==> src/rtl/od_serial_tx.sv <==
// od_serial_tx: open-drain serial transmitter for a wired net.
//
// The pad is wired (strong0, highz1) with an external pull1 keeper, so the
// block can only pull the net low or let go of it. Each frame is a START bit
// (net low), DATA_W payload bits MSB first, and a STOP bit (net released).
// Each bit lasts BIT_CYCLES clocks. Whenever the block lets go of the net, it
// reads the resolved value back. If the net is 0 at that point, another driver
// owns the net, so the frame is abandoned and arb_lost pulses.

module od_serial_tx #(
   parameter int DATA_W     = 8,
   parameter int BIT_CYCLES = 4
) (
   input  logic              clk,
   input  logic              rst,
   input  logic              tx_valid,
   output logic              tx_ready,
   input  logic [DATA_W-1:0] tx_data,
   output logic              drive_low,
   input  logic              net_i,
   output logic              busy,
   output logic              done,
   output logic              arb_lost
);

   // BIT_CYCLES is at least 2, so CNT_W is never 0.
   localparam int IDX_W = (DATA_W > 1) ? $clog2(DATA_W) : 1;
   localparam int CNT_W = $clog2(BIT_CYCLES);

   localparam logic [CNT_W-1:0] CNT_LAST = CNT_W'(BIT_CYCLES - 1);
   localparam logic [IDX_W-1:0] IDX_MSB  = IDX_W'(DATA_W - 1);

   typedef enum logic [1:0] {
      S_IDLE,
      S_START,
      S_DATA,
      S_STOP
   } state_e;

   state_e            state_q,     state_d;
   logic [DATA_W-1:0] shreg_q,     shreg_d;
   logic [IDX_W-1:0]  idx_q,       idx_d;
   logic [CNT_W-1:0]  cnt_q,       cnt_d;
   logic              drive_low_q, drive_low_d;
   logic              busy_q,      busy_d;
   logic              done_q,      done_d;
   logic              arb_lost_q,  arb_lost_d;

   logic accept;
   logic bit_end;
   logic cur_bit;
   logic lost;

   // A new word is taken only when the block is idle and nobody else holds the net low.
   assign tx_ready = (state_q == S_IDLE) && net_i && !rst;
   assign accept   = tx_valid && tx_ready;

   // The last clock of the current bit is also the arbitration sample point.
   assign bit_end  = (cnt_q == CNT_LAST);
   assign cur_bit  = shreg_q[DATA_W-1];

   // Only released bits (data 1, STOP) can be overruled by another driver.
   // Glitches earlier in a bit are ignored; only the last cycle counts.
   assign lost = bit_end && !net_i &&
                 (((state_q == S_DATA) && cur_bit) || (state_q == S_STOP));

   // Next-state and next-output logic; outputs are computed for the state being entered.
   always_comb begin
      // NOTE: every *_d gets a default here, so no path leaves a value unassigned
      // and no latch is inferred.
      state_d     = state_q;
      shreg_d     = shreg_q;
      idx_d       = idx_q;
      cnt_d       = cnt_q;
      drive_low_d = drive_low_q;
      busy_d      = busy_q;
      done_d      = 1'b0;
      arb_lost_d  = 1'b0;

      unique case (state_q)
         S_IDLE: begin
            if (accept) begin
               state_d     = S_START;
               shreg_d     = tx_data;
               idx_d       = IDX_MSB;
               cnt_d       = '0;
               drive_low_d = 1'b1;
               busy_d      = 1'b1;
            end
         end

         S_START: begin
            if (bit_end) begin
               state_d     = S_DATA;
               idx_d       = IDX_MSB;
               cnt_d       = '0;
               drive_low_d = ~cur_bit;
            end else begin
               cnt_d = cnt_q + 1'b1;
            end
         end

         S_DATA: begin
            if (lost) begin
               state_d     = S_IDLE;
               shreg_d     = '0;
               idx_d       = '0;
               cnt_d       = '0;
               drive_low_d = 1'b0;
               busy_d      = 1'b0;
               arb_lost_d  = 1'b1;
            end else if (bit_end) begin
               cnt_d = '0;
               if (idx_q == '0) begin
                  state_d     = S_STOP;
                  drive_low_d = 1'b0;
               end else begin
                  idx_d       = idx_q - 1'b1;
                  shreg_d     = shreg_q << 1;
                  drive_low_d = ~shreg_d[DATA_W-1];
               end
            end else begin
               cnt_d = cnt_q + 1'b1;
            end
         end

         S_STOP: begin
            if (lost) begin
               state_d     = S_IDLE;
               shreg_d     = '0;
               idx_d       = '0;
               cnt_d       = '0;
               drive_low_d = 1'b0;
               busy_d      = 1'b0;
               arb_lost_d  = 1'b1;
            end else if (bit_end) begin
               state_d     = S_IDLE;
               shreg_d     = '0;
               idx_d       = '0;
               cnt_d       = '0;
               drive_low_d = 1'b0;
               busy_d      = 1'b0;
               done_d      = 1'b1;
            end else begin
               cnt_d = cnt_q + 1'b1;
            end
         end

         default: begin
            state_d     = S_IDLE;
            drive_low_d = 1'b0;
            busy_d      = 1'b0;
         end
      endcase
   end

   // State register with synchronous reset; reset wins over any frame in flight.
   always_ff @(posedge clk) begin
      // NOTE: sequential state uses non-blocking assignments only, so every flop
      // samples the values from before the edge.
      if (rst) begin
         state_q     <= S_IDLE;
         // NOTE: the shift register is a few flops rather than a memory, and it is
         // cleared explicitly so a frame that was interrupted leaves no residue.
         shreg_q     <= '0;
         idx_q       <= '0;
         cnt_q       <= '0;
         drive_low_q <= 1'b0;
         busy_q      <= 1'b0;
         done_q      <= 1'b0;
         arb_lost_q  <= 1'b0;
      end else begin
         state_q     <= state_d;
         shreg_q     <= shreg_d;
         idx_q       <= idx_d;
         cnt_q       <= cnt_d;
         drive_low_q <= drive_low_d;
         busy_q      <= busy_d;
         done_q      <= done_d;
         arb_lost_q  <= arb_lost_d;
      end
   end

   assign drive_low = drive_low_q;
   assign busy      = busy_q;
   assign done      = done_q;
   assign arb_lost  = arb_lost_q;

endmodule

==> config.mk <==
export PLATFORM = sky130hd
export DESIGN_NAME = od_serial_tx
export DESIGN_NICKNAME = d
export VERILOG_FILES = /design/src/rtl/od_serial_tx.sv
export SDC_FILE = /design/constraint.sdc
export NUM_CORES = 1
export LEC_CHECK = 0
export ABC_CLOCK_PERIOD_IN_PS = 4000
export CAP_MARGIN = 30
export CORE_ASPECT_RATIO = 1.4
export CORE_UTILIZATION = 56
export CTS_BUF_LIST = sky130_fd_sc_hd__clkbuf_8
export DETAILED_ROUTE_END_ITERATION = 16
export PLACE_DENSITY = 0.94
export SLEW_MARGIN = 20
export SYNTH_ARGS = -nofsm -noshare
export SYNTH_HDL_FRONTEND = slang
export SYNTH_SLANG_ARGS = --single-unit
==> constraint.sdc <==
create_clock -name clk -period 4 [get_ports clk]
set_clock_uncertainty 0.2 [all_clocks]
set_input_delay 0.6 -clock clk [delete_from_list [all_inputs] [get_ports clk]]
set_output_delay 0.6 -clock clk [all_outputs]
set_load 0.01 [all_outputs]
==> results.tsv <==
metric	value	unit
status	finished, final reports clean	
Final Instance Area	1230	um2
postcts setup bufs	0	
vias	997	
WL/cell	15.4	um
Synth cell types	38	
syn_nets	134	
Core Area	1760	um2
die width	38.3	um
# diodes	0	
hold_buf cts	0	
Root Buffer	clkbuf_8	
Clk pwr share	33.7	%
final core occ	70.2	%
worst hold path type	reg2reg	
Reg clk slew, reported paths	60	ps
sw power	102	uW
part of the power in combinational logic	14.7	%
Area Growth Syn to Fin	19.5	%
Cell Chain, Critical Path	clkdlybuf4s50_1 > buf_4 > inv_1 > and3_1 > clkdlybuf4s50_1	
initial DRC count	42	
Final nets	149	
CTS tree	yes	
Max Freq	345	MHz
# DRC	0	
clk_lat worst skew	270	ps
Critical-path top delay cell	clkdlybuf4s50_1	
1st-pass router iterations	4	
CP endpoint	tx_ready	
# IOs	17	
vias per cell	6.52	
Filler Cell Count	145	
crit end category	primary output	
cell count after synthesis	119	
post-cts resize count	0	
FP Rows	18	
max_slew headroom	67.2	%
placed insts	149	
r2r worst-path depth	5	
Met1 Wirelength	923	um
internal power	295	uW
Final Hold Fails	0	
beginning of the critical path	rst	
CP Max Fanout	21	
GRT Overall Usage	28.1	%
reg-to-reg endpoint	shreg_q[5]$_SDFFE_PP0P_	
GR Overflow Total	0	
Seq cells post-synth	19	
chip height	52.8	um
Static Leak	0.000437	uW
unrepaired setup endpoints after global routing	false	
Fin Hold WS	297	ps
largest net degree at the start of global routing	22	
Synthesis Warnings	0	
min cycle time layout	2900	ps
Max Used Layer	met4	
R2R setup slack	1980	ps
first-pass GRT wire length	3950	um
vias in the first global route	948	
clock buffer depth	2	
Routed WL	2350	um
port buffer count	16	
placed cell area	1190	um2
max cap viols	0	
WL met3	135	um
setup tns final	0	ps
VDD IR-drop max	0.250	mV
fin crit share	72.4	%
CP required	3200	ps
layout cells sized above 1	11.3	%
sequential cell area fraction in the yosys report	36.8	%
non-filler cells, final	153	
CP max stage delay	470	ps
WS Path Type	in2out	
measured slew at the worst slew-check pin	491	ps
Antenna Violating Nets Remaining	0	
GP Congestion	0.887	
Inserted Clock Buffers	3	
Critical Path Most Common Cell	clkdlybuf4s50_1	
dpl hpwl	1720	um
Data arrival, critical path	2100	ps
sw frac	25.7	%
worst flop-to-flop path startpoint	cnt_q[0]$_SDFFE_PP0P_	
total clock sinks	19	
routed wl met2	1210	um
Synth Area per Inst	8.67	um2
initial antenna violation count	0	
H-tree depth	1	
pwr/cell area	322	nW/um2
Starting Density	58.8	%
fin. max-slew vios	0	
die area	2020	um2
synthesized area	1030	um2
Final setup viols	0	
Sequential Power Share	51.7	%
crit start category	primary input	
## area by class of cell
class | count | area (um2) | area share, %
repair buffers | 17 | 168 | 13.6
clock inverters | 1 | 3.75 | 0.304
clock buffers | 3 | 41.3 | 3.35
inverters | 5 | 18.8 | 1.52
flip-flops and latches | 19 | 380 | 30.8
well taps | 20 | 25.0 | 2.03
multi-input cells | 88 | 597 | 48.4
## registers in the layout (all words and copies together) (netlist names)
register and flops:
cnt_q 2, state_q 2, idx_q 3, busy 1
arb_lost 1, shreg_q 8, done 1, drive_low 1
## layer usage
metal / global-route usage (%) / vias to the layer above
li1: - / 479
met1: 30.2 / 476
met2: 47.5 / 33
met3: 5.11 / 9
met4: 19.0 / 0
met5: 0 / -
## power groups by stage
| stage | combinational (uW) | clock (uW) | sequential (uW) |
|---|---|---|---|
| 5_1_grt | 64.5 | 145 | 206 |
| 3_3_place_gp | 54.9 | 0 | 209 |
| 3_5_place_dp | 57.8 | 0 | 209 |
| 6_report | 58.2 | 134 | 205 |
| 4_1_cts | 58.3 | 137 | 205 |
| 2_1_floorplan | 38.0 | 0 | 207 |
## synth_stat cells, drive strengths merged
library cell  number  area share [%]
a32oi              4             3.4
nor2              10             4.4
ha                 3             3.6
o311a              1            0.97
nor3               4             1.9
inv                5             1.8
a21oi             12             5.8
clkbuf             4             1.5
nor4               1            0.61
nand3              8             3.9
dfxtp             19              37
or2                1            0.61
nand3b             2             1.5
nand2              8             3.2
a31oi              1            0.61
o21ai              8             5.3
nor4b              1            0.85
and3               2             1.2
o2111ai            1            0.85
a211oi             5             5.6
buf                3             2.1
and3b              1            0.85
o31ai              4             2.9
a311oi             3             4.4
or3                1            0.61
nand2b             1            0.61
o21a               2             1.5
nor2b              1            0.61
nand4              1            0.61
o41ai              1            0.85
and2b              1            0.73
## how the worst min path moves through the flow
stage	startpoint	to	slack (ps)	depth (start not counted)
3_3_place_gp	cnt_q[1]$_SDFFE_PP0P_	cnt_q[1]$_SDFFE_PP0P_	260	2
3_5_place_dp	shreg_q[0]$_SDFFE_PP0P_	shreg_q[0]$_SDFFE_PP0P_	290	2
5_1_grt	shreg_q[0]$_SDFFE_PP0P_	shreg_q[0]$_SDFFE_PP0P_	330	2
2_1_floorplan	cnt_q[1]$_SDFFE_PP0P_	cnt_q[1]$_SDFFE_PP0P_	250	2
4_1_cts	cnt_q[1]$_SDFFE_PP0P_	cnt_q[1]$_SDFFE_PP0P_	300	2
6_report	cnt_q[1]$_SDFFE_PP0P_	cnt_q[1]$_SDFFE_PP0P_	300	2
## cell usage in the layout (no fill, tap or decap), types with 2 or more instances in the layout
cell	n
clkdlybuf4s50_1	16
o21ai_1	4
o31ai_1	4
nand3b_1	2
inv_1	6
nor3_1	4
nor2_1	9
o21a_1	2
a32oi_1	4
ha_1	3
o21ai_0	2
nand3_1	8
a311oi_2	3
nand2_1	7
and3_1	2
clkbuf_8	3
dfxtp_1	19
a21oi_1	12
a211oi_2	4
## cells by family (layout without fill, tap and decap cells)
| kind of cell | Yosys count | after routing | share of synthesized area, % |
|---|---|---|---|
| and+or+nand+nor | 43 | 43 | 22.1 |
| AOI/OAI and AO/OA | 42 | 42 | 32.1 |
| DFF | 19 | 19 | 36.8 |
| buffers and inverters | 12 | 26 | 5.33 |
| adders and majority gates | 3 | 3 | 3.64 |
## worst max-delay path, delay by kind of cell
family | cells | cell delay (ps)
buffers and inverters | 4 | 1300
and+or+nand+nor | 1 | 180
## metrics by stage
| step | setup WS, ps | power (uW) |
|---|---|---|
| detailed placement | 1110 | 267 |
| CTS | 1110 | 400 |
| floorplan | 1970 | 245 |
| global route | 1040 | 415 |
| global placement | 1140 | 263 |
| finish | 1100 | 397 |
Power figures use the tool's default switching activity.
